--- src/rtl/seg_bcd_scan.sv ---
// seg_bcd_scan: converts three 8-bit fields to decimal with a shared-timing
// double-dabble engine and scans them onto six multiplexed 7-segment digits.
module seg_bcd_scan #(
   parameter int SCAN_DIV       = 50000,
   parameter bit SEG_ACTIVE_LOW = 1
) (
   input  logic        clk,
   input  logic        rst_n,
   input  logic [23:0] data_in,
   output logic        busy,
   output logic [2:0]  sel,
   output logic [7:0]  seg
);
   localparam int         DW    = $clog2(SCAN_DIV);
   localparam logic [3:0] DASH  = 4'hA;
   localparam logic [3:0] BLANK = 4'hF;
   localparam logic [7:0] OFF   = SEG_ACTIVE_LOW ? 8'hFF : 8'h00;

   typedef enum logic [1:0] {IDLE, SHIFT, COMMIT} state_t;
   state_t state, state_nx;

   logic [2:0][7:0]  bin;
   logic [2:0][11:0] bcd;
   logic [2:0]       cnt;
   logic [23:0]      last_data;
   logic             pending, start;
   logic [5:0][3:0]  dig;
   logic [DW-1:0]    div;
   logic [2:0]       sel_nx;
   logic [7:0]       pat;

   function automatic logic [11:0] adj(input logic [11:0] b);
      logic [11:0] r;
      r = '0;
      for (int i = 0; i < 3; i++)
         r[4*i +: 4] = b[4*i +: 4] >= 4'd5 ? b[4*i +: 4] + 4'd3 : b[4*i +: 4];
      return r;
   endfunction

   // Active-low patterns, dp off; codes 10 and above cover DASH and BLANK
   function automatic logic [7:0] enc(input logic [3:0] d);
      case (d)
         4'd0: return 8'hC0;
         4'd1: return 8'hF9;
         4'd2: return 8'hA4;
         4'd3: return 8'hB0;
         4'd4: return 8'h99;
         4'd5: return 8'h92;
         4'd6: return 8'h82;
         4'd7: return 8'hF8;
         4'd8: return 8'h80;
         4'd9: return 8'h90;
         DASH: return 8'hBF;
         default: return 8'hFF;
      endcase
   endfunction

   always_comb begin
      start    = state == IDLE && (pending || data_in != last_data);
      state_nx = state == IDLE  ? (start ? SHIFT : IDLE) :
                 state == SHIFT ? (cnt == 3'd7 ? COMMIT : SHIFT) : IDLE;
      sel_nx   = sel == 3'd5 ? 3'd0 : sel + 3'd1;
      pat      = enc(dig[sel_nx]) & ((sel_nx == 3'd1 || sel_nx == 3'd3) ? 8'h7F : 8'hFF);
   end

   always_ff @(posedge clk or negedge rst_n)
      if (!rst_n) state <= IDLE;
      else        state <= state_nx;

   always_ff @(posedge clk or negedge rst_n) begin
      if (!rst_n) begin
         busy      <= 1'b0;
         cnt       <= '0;
         bin       <= '0;
         bcd       <= '0;
         last_data <= '0;
         pending   <= 1'b1;
         dig       <= {6{BLANK}};
      end else begin
         if (start) begin
            bin       <= data_in;
            bcd       <= '0;
            last_data <= data_in;
            pending   <= 1'b0;
            cnt       <= '0;
            busy      <= 1'b1;
         end
         if (state == SHIFT) begin
            cnt <= cnt + 3'd1;
            for (int i = 0; i < 3; i++)
               {bcd[i], bin[i]} <= {adj(bcd[i]), bin[i]} << 1;
         end
         // Field i owns digit slots 4-2i (tens) and 5-2i (ones)
         if (state == COMMIT) begin
            busy <= 1'b0;
            for (int i = 0; i < 3; i++) begin
               dig[4-2*i] <= bcd[i][11:8] != 0 ? DASH :
                             bcd[i][7:4] == 0 ? BLANK : bcd[i][7:4];
               dig[5-2*i] <= bcd[i][11:8] != 0 ? DASH : bcd[i][3:0];
            end
         end
      end
   end

   always_ff @(posedge clk or negedge rst_n) begin
      if (!rst_n) begin
         div <= '0;
         sel <= '0;
         seg <= OFF;
      end else if (div == DW'(SCAN_DIV - 1)) begin
         div <= '0;
         sel <= sel_nx;
         seg <= SEG_ACTIVE_LOW ? pat : ~pat;
      end else begin
         div <= div + 1'b1;
      end
   end
endmodule
--- config.mk ---
export PLATFORM = sky130hd
export DESIGN_NAME = seg_bcd_scan
export DESIGN_NICKNAME = d
export VERILOG_FILES = /design/src/rtl/seg_bcd_scan.sv
export SDC_FILE = /design/constraint.sdc
export NUM_CORES = 1
export LEC_CHECK = 0
export ABC_AREA = 1
export CORE_MARGIN = 3
export CORE_UTILIZATION = 37
export DETAILED_ROUTE_END_ITERATION = 8
export GPL_TIMING_DRIVEN = 0
export MAX_ROUTING_LAYER = met4
export PLACE_DENSITY = 0.64
export SKIP_CTS_REPAIR_TIMING = 1
export SLEW_MARGIN = 30
export SYNTH_ARGS = -nofsm -noshare
export SYNTH_HDL_FRONTEND = slang
export SYNTH_SLANG_ARGS = --single-unit
--- constraint.sdc ---
create_clock -name clk -period 1.6 [get_ports clk]
set_input_delay 0.16 -clock clk [delete_from_list [all_inputs] [get_ports clk]]
set_output_delay 0.16 -clock clk [all_outputs]
set_load 0.03 [all_outputs]
# Yosys cells after proc, flatten, opt, wreduce, memory -nomap -nowiden
# Memories as Yosys holds them, arrays and structs flattened.
# Index checks and enable logic that the tools add are counted.
# word_totals
out_inout_bits	12
regBits	142
inputBits	26
romBits	112
mem_count	1
# classes
muxes	35
magnitude_cmp	10
n_eq_ne	8
bitwise_logic	1
n_reduce_logical	12
addsub	12
# mem_list
memory	depth	word_bits	read_ports	rd_clocked_by_memory_dff	write_ports	line_no	source
(no name shown)	16	7	1	0	0	42	case (d)
# op_table
operator	count
$mux 36	2
$mux 4	16
$mux 24	2
$ge 4x3->1 const B	9
$add 4x2->4 const B	6
$ne 24x24->1	1
$mux 3	6
$add 16x1->16 const B	1
$eq 16x16->1 const B	1
$mux 16	1
$bmux 4 s3	1
$logic_not 4->1	3
$reduce_bool 4->1	3
$add 3x2->3 const B	3
$and 8x8->8	1
$mux 8	1
$add 3x1->3 const B	2
$eq 3x3->1 const B	2
$mux 2	3
$lt 3x4->1 const B	1
$reduce_bool 2->1	2
$eq 3x1->1 const B	1
$eq 3x2->1 const B	1
$mux 1	3
other kinds (5)	6

# Logic depth before layout (Yosys ltp)
# Gate-level depths: netlist (run 1).
# depth
ltp_word	6
ltp_mapped	13

# Least setup slack after synthesis (run 1)
# OpenSTA, ideal clock, no wires.
# synth_path
path_type	register -> register
from	register sel[0]
to	register seg[3]
stages_incl_launch_ff	13
period_less_slack_ns	1.937
path_slack_ns	-0.337
t_arrival_ns	1.864
n_path_buf	1
required_ns	1.527
setup_ns	0.073
path_cell_list	dfrtp_1 buf_6 inv_2 nand2_1 nand3_2 nand2_1 nand3_1 nand2_1 inv_1 ha_1 a21oi_1 nand2_1 a21oi_1
# synth_via
elab_chain_cells	6
elab_cells_between_ends	7
# synth_rtl
element	line_no	source
start, declared	11	output logic [2:0] sel,
start signal, assigned	112	sel <= sel_nx;
$add 3x1->3 / $eq 3x3->1 (equally long branches)	62	sel_nx = sel == 3'd5 ? 3'd0 : sel + 3'd1;
$mux 3 (*)	62	
$bmux 4 s3 (*)	63	pat = enc(dig[sel_nx]) & ((sel_nx == 3'd1 || sel_nx == 3'd3) ? 8'h7F : 8'hFF);
$mux 4 (implied by the code) (*)	63	
$mem_v2 16x7 (*)	-	
$and 8x8->8 (*)	63	
end signal, assigned	113	seg <= SEG_ACTIVE_LOW ? pat : ~pat;
end, declared	12	output logic [7:0] seg
# Mark *: on every way between the ends. The rest lies on a longest branch, timed or not. The select of a mux whose other input is x is not followed.
# A chain may end at the register's enable or synchronous reset.

# Worst setup path after layout (run 1)
# Ends and elaborated chain as after synthesis.

==> impl_metrics.yaml, run 1 <==
timing:
  finalSetupViolations: 97
  setup_ws_ns: -0.217
  rsz0062_at_grt: "yes"
  max_freq_ghz: 0.550
  slew_violations: 0
  relSlewSlack_pct: 52.1
  min_period_ns: 1.82
  hold_viol_final: 0
  worst_pin_slew_ns: 0.718
  final.setup_skew_ns: 0.0105
  fin_crit_sh_pct: 114
setup_path:
  critPathCaptureType: "flop"
  startpoint: "sel[0]"
  start_kind: "flop"
  crit_arrival_ns: 2.16
  rr_endpoint: "seg[3]"
  r2r_cells: 12
  endpoint: "seg[3]"
  path_class: "reg2reg"
  cp_data_required_time_ns: 1.95
  r2r-start: "sel[0]"
  r2r_slack_ns: -0.22
  critPathMaxFanout: 6
worst_hold_path:
  hp-class: "in2async"
global_route:
  antenna_found_initial: 0
  grt_pass1_vias: 6145
  grt_max_degree: 87
  grt_usage_pct: 16.7
  grt.overflow.total: 0
  grt_pass1_wl_mm: 29.5
power_and_ir_drop:
  p_leak_nw: 5.05
  p_total_mw: 18.4
  powerDensity_nw_per_um2: 1790
  vdd_drop_max_mv: 1.12
final_layout:
  nNetsFinal: 1115
  stdcell_count: 1345
  syn2layout_area_growth_pct: 34.9
  n_antenna_cell: 0
  finalInstanceArea_sq_um: 10200
  drive_above_1_share_pct: 26.4
die:
  initial_core_util_pct: 38.4
  die_area_sq_um: 22300
  die_w_um: 149
  io_pins: 38
  chipHeight_um: 149
  core_sq_um: 19800
  rows: 51
job:
  maxCapViolCount: 0
clocking:
  numCtsBuffers: 17
  cts.sinks: 142
  clkLatencyLatePin_ns: 0.42
  clk_path_buf_depth: 2
  clk_pin_slew_worst_paths_ns: 0.06
  cts-root-buf: "clkbuf_16"
  cts_tree: "yes"
  htree_num_levels: 4
run_status:
  failed_checks: "negative setup slack"
  status: "finished with violations"
synth:
  netlist.area_leader.share_pct: 35.9
  synth_warnings: 0
  yosys.area.top_type: "dfrtp_1"
  synth-edff-count: 0
  netlist-cell-type-count: 42
  yosysMostFrequentCell: "nand2_1"
  syn_area_per_cell_sq_um: 7.84
  synth_area_sq_um: 7590
  yosysSeqAreaShare_pct: 47.3
  synth_ff_type: "dfrtp_1"
  syn_nets: 1016
  async_flop_share_pct: 100
  synth_seq_cells: 142
  ys_top_cells_by_count: "256 x nand2_1, 124 x inv_1, 109 x dfrtp_1"
  synthTopCellsByArea: "dfrtp_1 36%, nand2_1 13%, dfstp_2 11%"
  synth_cells: 968
placement:
  dp_cells: 1271
  hpwl_mm: 12.3
  dpl-instance-area_sq_um: 8410
  pre_cts_ws_ns: -0.473
  portBuffers: 37
  gp_congestion: 0.853
detailed_routing:
  wire_per_inst_um: 14.1
  dr.pass1.iters: 7
  drc_errors: 0
  drt-total-wl_mm: 19.0
  via_count: 6692
  drtAntennaViolNets: 0
  avgViaCountPerCell: 4.98
  initialDrtViolationCount: 382
per-layer routing:
layer	wire length (um)	up-vias	GRT usage [%]
met5	0	-	-
met4	243	0	5.08
met3	598	19	2.98
met2	9430	110	26.4
met1	8720	3215	22.1
li1	-	3348	-
report_power, final:
group	switching [mW]	internal [mW]
Sequential	1.12	5.11
Combinational	4.75	3.44
Clock	1.48	2.47
Total	7.36	11.0
worst max-delay path: stages, from the launching register on:
cell     delay (ns)
dfrtp_2        0.45
buf_12         0.17
buf_8          0.14
nand2_4        0.06
o21ai_4        0.05
nand2_2        0.06
nand3_2        0.09
nand2_2        0.11
inv_2          0.06
ha_4           0.24
a21oi_2        0.13
nand2_1        0.06
a21oi_1        0.12
cells in the final DEF, fill, tap and decap left out, types with 5 or more instances in the layout:
master / instances
o21ai_1: 25
clkbuf_2: 5
o22ai_1: 5
o21ai_0: 70
a21oi_1: 36
nand2_1: 216
nor2_1: 49
nand3_2: 43
ha_1: 20
nand2_2: 27
o21ai_2: 11
xor2_1: 10
dlymetal6s2s_1: 12
a22oi_1: 5
nand3_1: 53
clkbuf_16: 27
nand2_4: 15
clkdlybuf4s50_1: 24
inv_4: 5
nand4_1: 11
nor2_4: 5
dfrtp_1: 103
a21oi_2: 6
inv_2: 10
inv_1: 112
buf_8: 10
dfstp_2: 33
buf_6: 8
buf_4: 25
xnor2_1: 7
dfrtp_2: 6
clkbuf_1: 16
per-stage QoR:
stage          utilization, %  hold slack [ns]  setup TNS, ns
6_report                 51.8            0.246         -10.18
5_1_grt                  51.8            0.288         -23.13
4_1_cts                  45.4           -0.330         -17.41
3_5_place_dp             42.5            0.116         -40.92
3_3_place_gp             42.3            0.455        -758.47
2_1_floorplan               -           -0.136         -0.312
worst min path at each step:
stage | from | to | depth (start not counted)
after floorplan | rst_n | bcd[0] | 0
after global placement | div[0] | div[0] | 1
after detailed placement | rst_n | div[4] | 1
after CTS | rst_n | div[4] | 1
after global routing | rst_n | div[4] | 2
final | rst_n | div[4] | 2
area by class of cell:
class,instances,area (sq um)
Timing Repair Buffer,79,937
Multi-Input combinational cell,665,3970
Fill cell,1854,9540
Clock buffer,27,503
Buffer,34,329
Tap cell,265,332
Sequential cell,142,3600
Clock inverter,5,81.3
Inverter,128,497
cells by family (layout without fill, tap and decap cells):
| logic type | Yosys count | after routing | synth area share [%] |
|---|---|---|---|
| compound gates | 175 | 175 | 12.3 |
| flops | 142 | 142 | 47.3 |
| xor+xnor | 17 | 17 | 1.96 |
| fa+ha+maj | 22 | 22 | 3.62 |
| simple gates | 450 | 451 | 25.4 |
| buf+inv | 162 | 273 | 9.33 |
sequential cells by signal, indices dropped and copies added, names as in the netlist:
name	count
bin	24
seg	8
sel	3
pending	1
state	2
busy	1
dig	24
div	16
bcd	36
cnt	3
last_data	24
Power figures use the tool's default switching activity.
==> run 2, diff against run 1 <==
--- a/config.mk
+++ b/config.mk
@@ -6,7 +6,9 @@
 export NUM_CORES = 1
 export LEC_CHECK = 0
 export ABC_AREA = 1
-export CORE_MARGIN = 3
+export ABC_CLOCK_PERIOD_IN_PS = 1600
+export CAP_MARGIN = 25
+export CORE_MARGIN = 1.5
 export CORE_UTILIZATION = 37
 export DETAILED_ROUTE_END_ITERATION = 8
 export GPL_TIMING_DRIVEN = 0
==> run 2 against run 1 <==
Effect of this change: largest cell class unchanged; hold slack improved by 0.010 ns; largest power group unchanged; non-clock buffer count down 17; cell count is 0.89% lower; die area shrank 4.0%; maximum frequency is 0.79% lower; critical endpoint unchanged; sequential share of layout area rose by 1.2 points; critical path type unchanged; the run still ends with negative setup slack left; combinational power down 5.9%; flip-flop and latch count stayed put.
==> impl_metrics.yaml, run 2 (synthesis results as in run 1) <==
run_status:
  status: "finished with violations"
  failed_checks: "negative setup slack"
setup_path:
  slowest_stage: "dfrtp_2"
  critPathMaxFanout: 5
  start_kind: "flop"
  r2r_slack_ns: -0.23
  path_class: "reg2reg"
  cpPeakStageDelay_ns: 0.46
  path_cells: "buf_8, clkbuf_16, nand2_1, o21ai_2, nand2_2, nand3_2, nand2_4, inv_4, ha_4, a21oi_2, nand2_1, a21oi_2"
  crit_arrival_ns: 2.19
  critPathCaptureType: "flop"
  cp_data_required_time_ns: 1.96
final_layout:
  post-route-util_pct: 49.1
  registers.top_by_ff_count: "bcd"
  multiInputGateArea_sq_um: 3780
  largest_register_ffs: 36
  regArea_sq_um: 3600
  final_common_cell: "nand2_1"
  n_antenna_cell: 0
  drive_above_1_share_pct: 22.7
  final_cell_mix: "223 x nand2_1, 114 x inv_1, 103 x dfrtp_1, 74 x o21ai_0, 71 x nand3_1"
  finalInstanceArea_sq_um: 9900
  nNetsFinal: 1098
  fillers: 1914
  syn2layout_area_growth_pct: 30.3
  stdcell_count: 1333
die:
  io_pins: 38
  core_sq_um: 20200
  chipHeight_um: 146
  die_area_sq_um: 21400
  initial_core_util_pct: 37.6
  rows: 52
  die_w_um: 146
timing:
  setup_ws_ns: -0.232
  max_freq_ghz: 0.546
  fin_crit_sh_pct: 114
  fin_hold_ws_ns: 0.256
  rsz0062_at_grt: "yes"
  slew_violations: 0
  finalSetupViolations: 96
  relSlewSlack_pct: 51.7
  final.setup_skew_ns: 0.0150
  min_period_ns: 1.83
  worst_pin_slew_ns: 0.725
  hold_viol_final: 0
clocking:
  clk_path_buf_depth: 2
  numCtsBuffers: 17
  cts_tree: "yes"
  cts-root-buf: "clkbuf_16"
  clk_pin_slew_worst_paths_ns: 0.06
  clkLatencyLatePin_ns: 0.43
  cts.sinks: 142
  htree_num_levels: 4
global_route:
  grt_pass1_wl_mm: 29.4
  grt_pass1_vias: 6126
  grt_usage_pct: 17.5
  grt_max_degree: 86
  antenna_found_initial: 0
  grt.overflow.total: 0
placement:
  dp_cells: 1276
  portBuffers: 37
  hpwl_mm: 12.2
  dpl-instance-area_sq_um: 8410
  gp_congestion: 0.826
detailed_routing:
  initialDrtViolationCount: 333
  dr.pass1.iters: 5
  drc_errors: 0
  via_count: 6551
  drtAntennaViolNets: 0
  wire_per_inst_um: 13.7
  avgViaCountPerCell: 4.91
  drt-total-wl_mm: 18.3
power_and_ir_drop:
  p_total_mw: 18.1
  p_leak_nw: 4.92
  powerDensity_nw_per_um2: 1820
  vdd_drop_max_mv: 0.979
worst_hold_path:
  hp-class: "in2async"
job:
  maxCapViolCount: 0
==> run 2: changes by cell type in the layout (fill, tap and decap cells not counted), moves of 3 or more <==
cell and change:
o21ai_0 +4, o21ai_2 -4, nand3_1 +18, nor2_2 +5, nand3_2 -17, clkbuf_1 -3, buf_6 -4, nand2_1 +7
nor2_1 -4, buf_4 -10, nand2_4 -4
==> run 2: cell type report <==
type / instances / area share (%)
Buffer: 34 / 3.20
Clock buffer: 23 / 4.83
Clock inverter: 9 / 1.35
Inverter: 128 / 4.93
Multi-Input combinational cell: 665 / 38.2
Sequential cell: 142 / 36.4
Tap cell: 270 / 3.41
Timing Repair Buffer: 62 / 7.64
==> run 2: metal layers <==
metal  GRT usage, %  routed length [um]
met5              -                   0
met4           5.71                 241
met3           3.97                 592
met2           27.3                9020
met1           22.6                8410
==> run 2: path summary, 6_finish.rpt <==
path / from / end / depth (start not counted)
setup / recovery: sel[0] / seg[3] / 12
hold / removal: rst_n / div[5] / 2
setup reg to reg: sel[0] / seg[3] / 12
hold reg to reg: seg[0] / seg[0] / 2
max in group asynchronous: rst_n / pending / 3
min in group clk: data_in[19] / last_data[19] / 3
==> run 2: critical path, delay by kind of cell (launching register included) <==
kind	cells	cell delay, ns
AND/OR/NAND/NOR	5	0.43
buffers and inverters	3	0.36
adder cells (fa/ha/maj)	1	0.21
flip-flops	1	0.46
AO/OA/AOI/OAI	3	0.30
==> run 2: report_power, final <==
group / leakage (nW) / switching [mW] / internal, mW / total (mW)
Sequential: 1.70 / 1.10 / 5.11 / 6.22
Clock: 0.298 / 1.55 / 2.58 / 4.13
Combinational: 2.92 / 4.54 / 3.17 / 7.71
Total: 4.92 / 7.19 / 10.9 / 18.1
==> run 2: metrics by stage <==
step	TNS [ns]	setup WS (ns)
floorplan	-0.312	-0.140
global placement	-761.63	-6.03
detailed placement	-42.22	-0.489
CTS	-17.58	-0.303
global route	-22.78	-0.308
finish	-12.34	-0.232
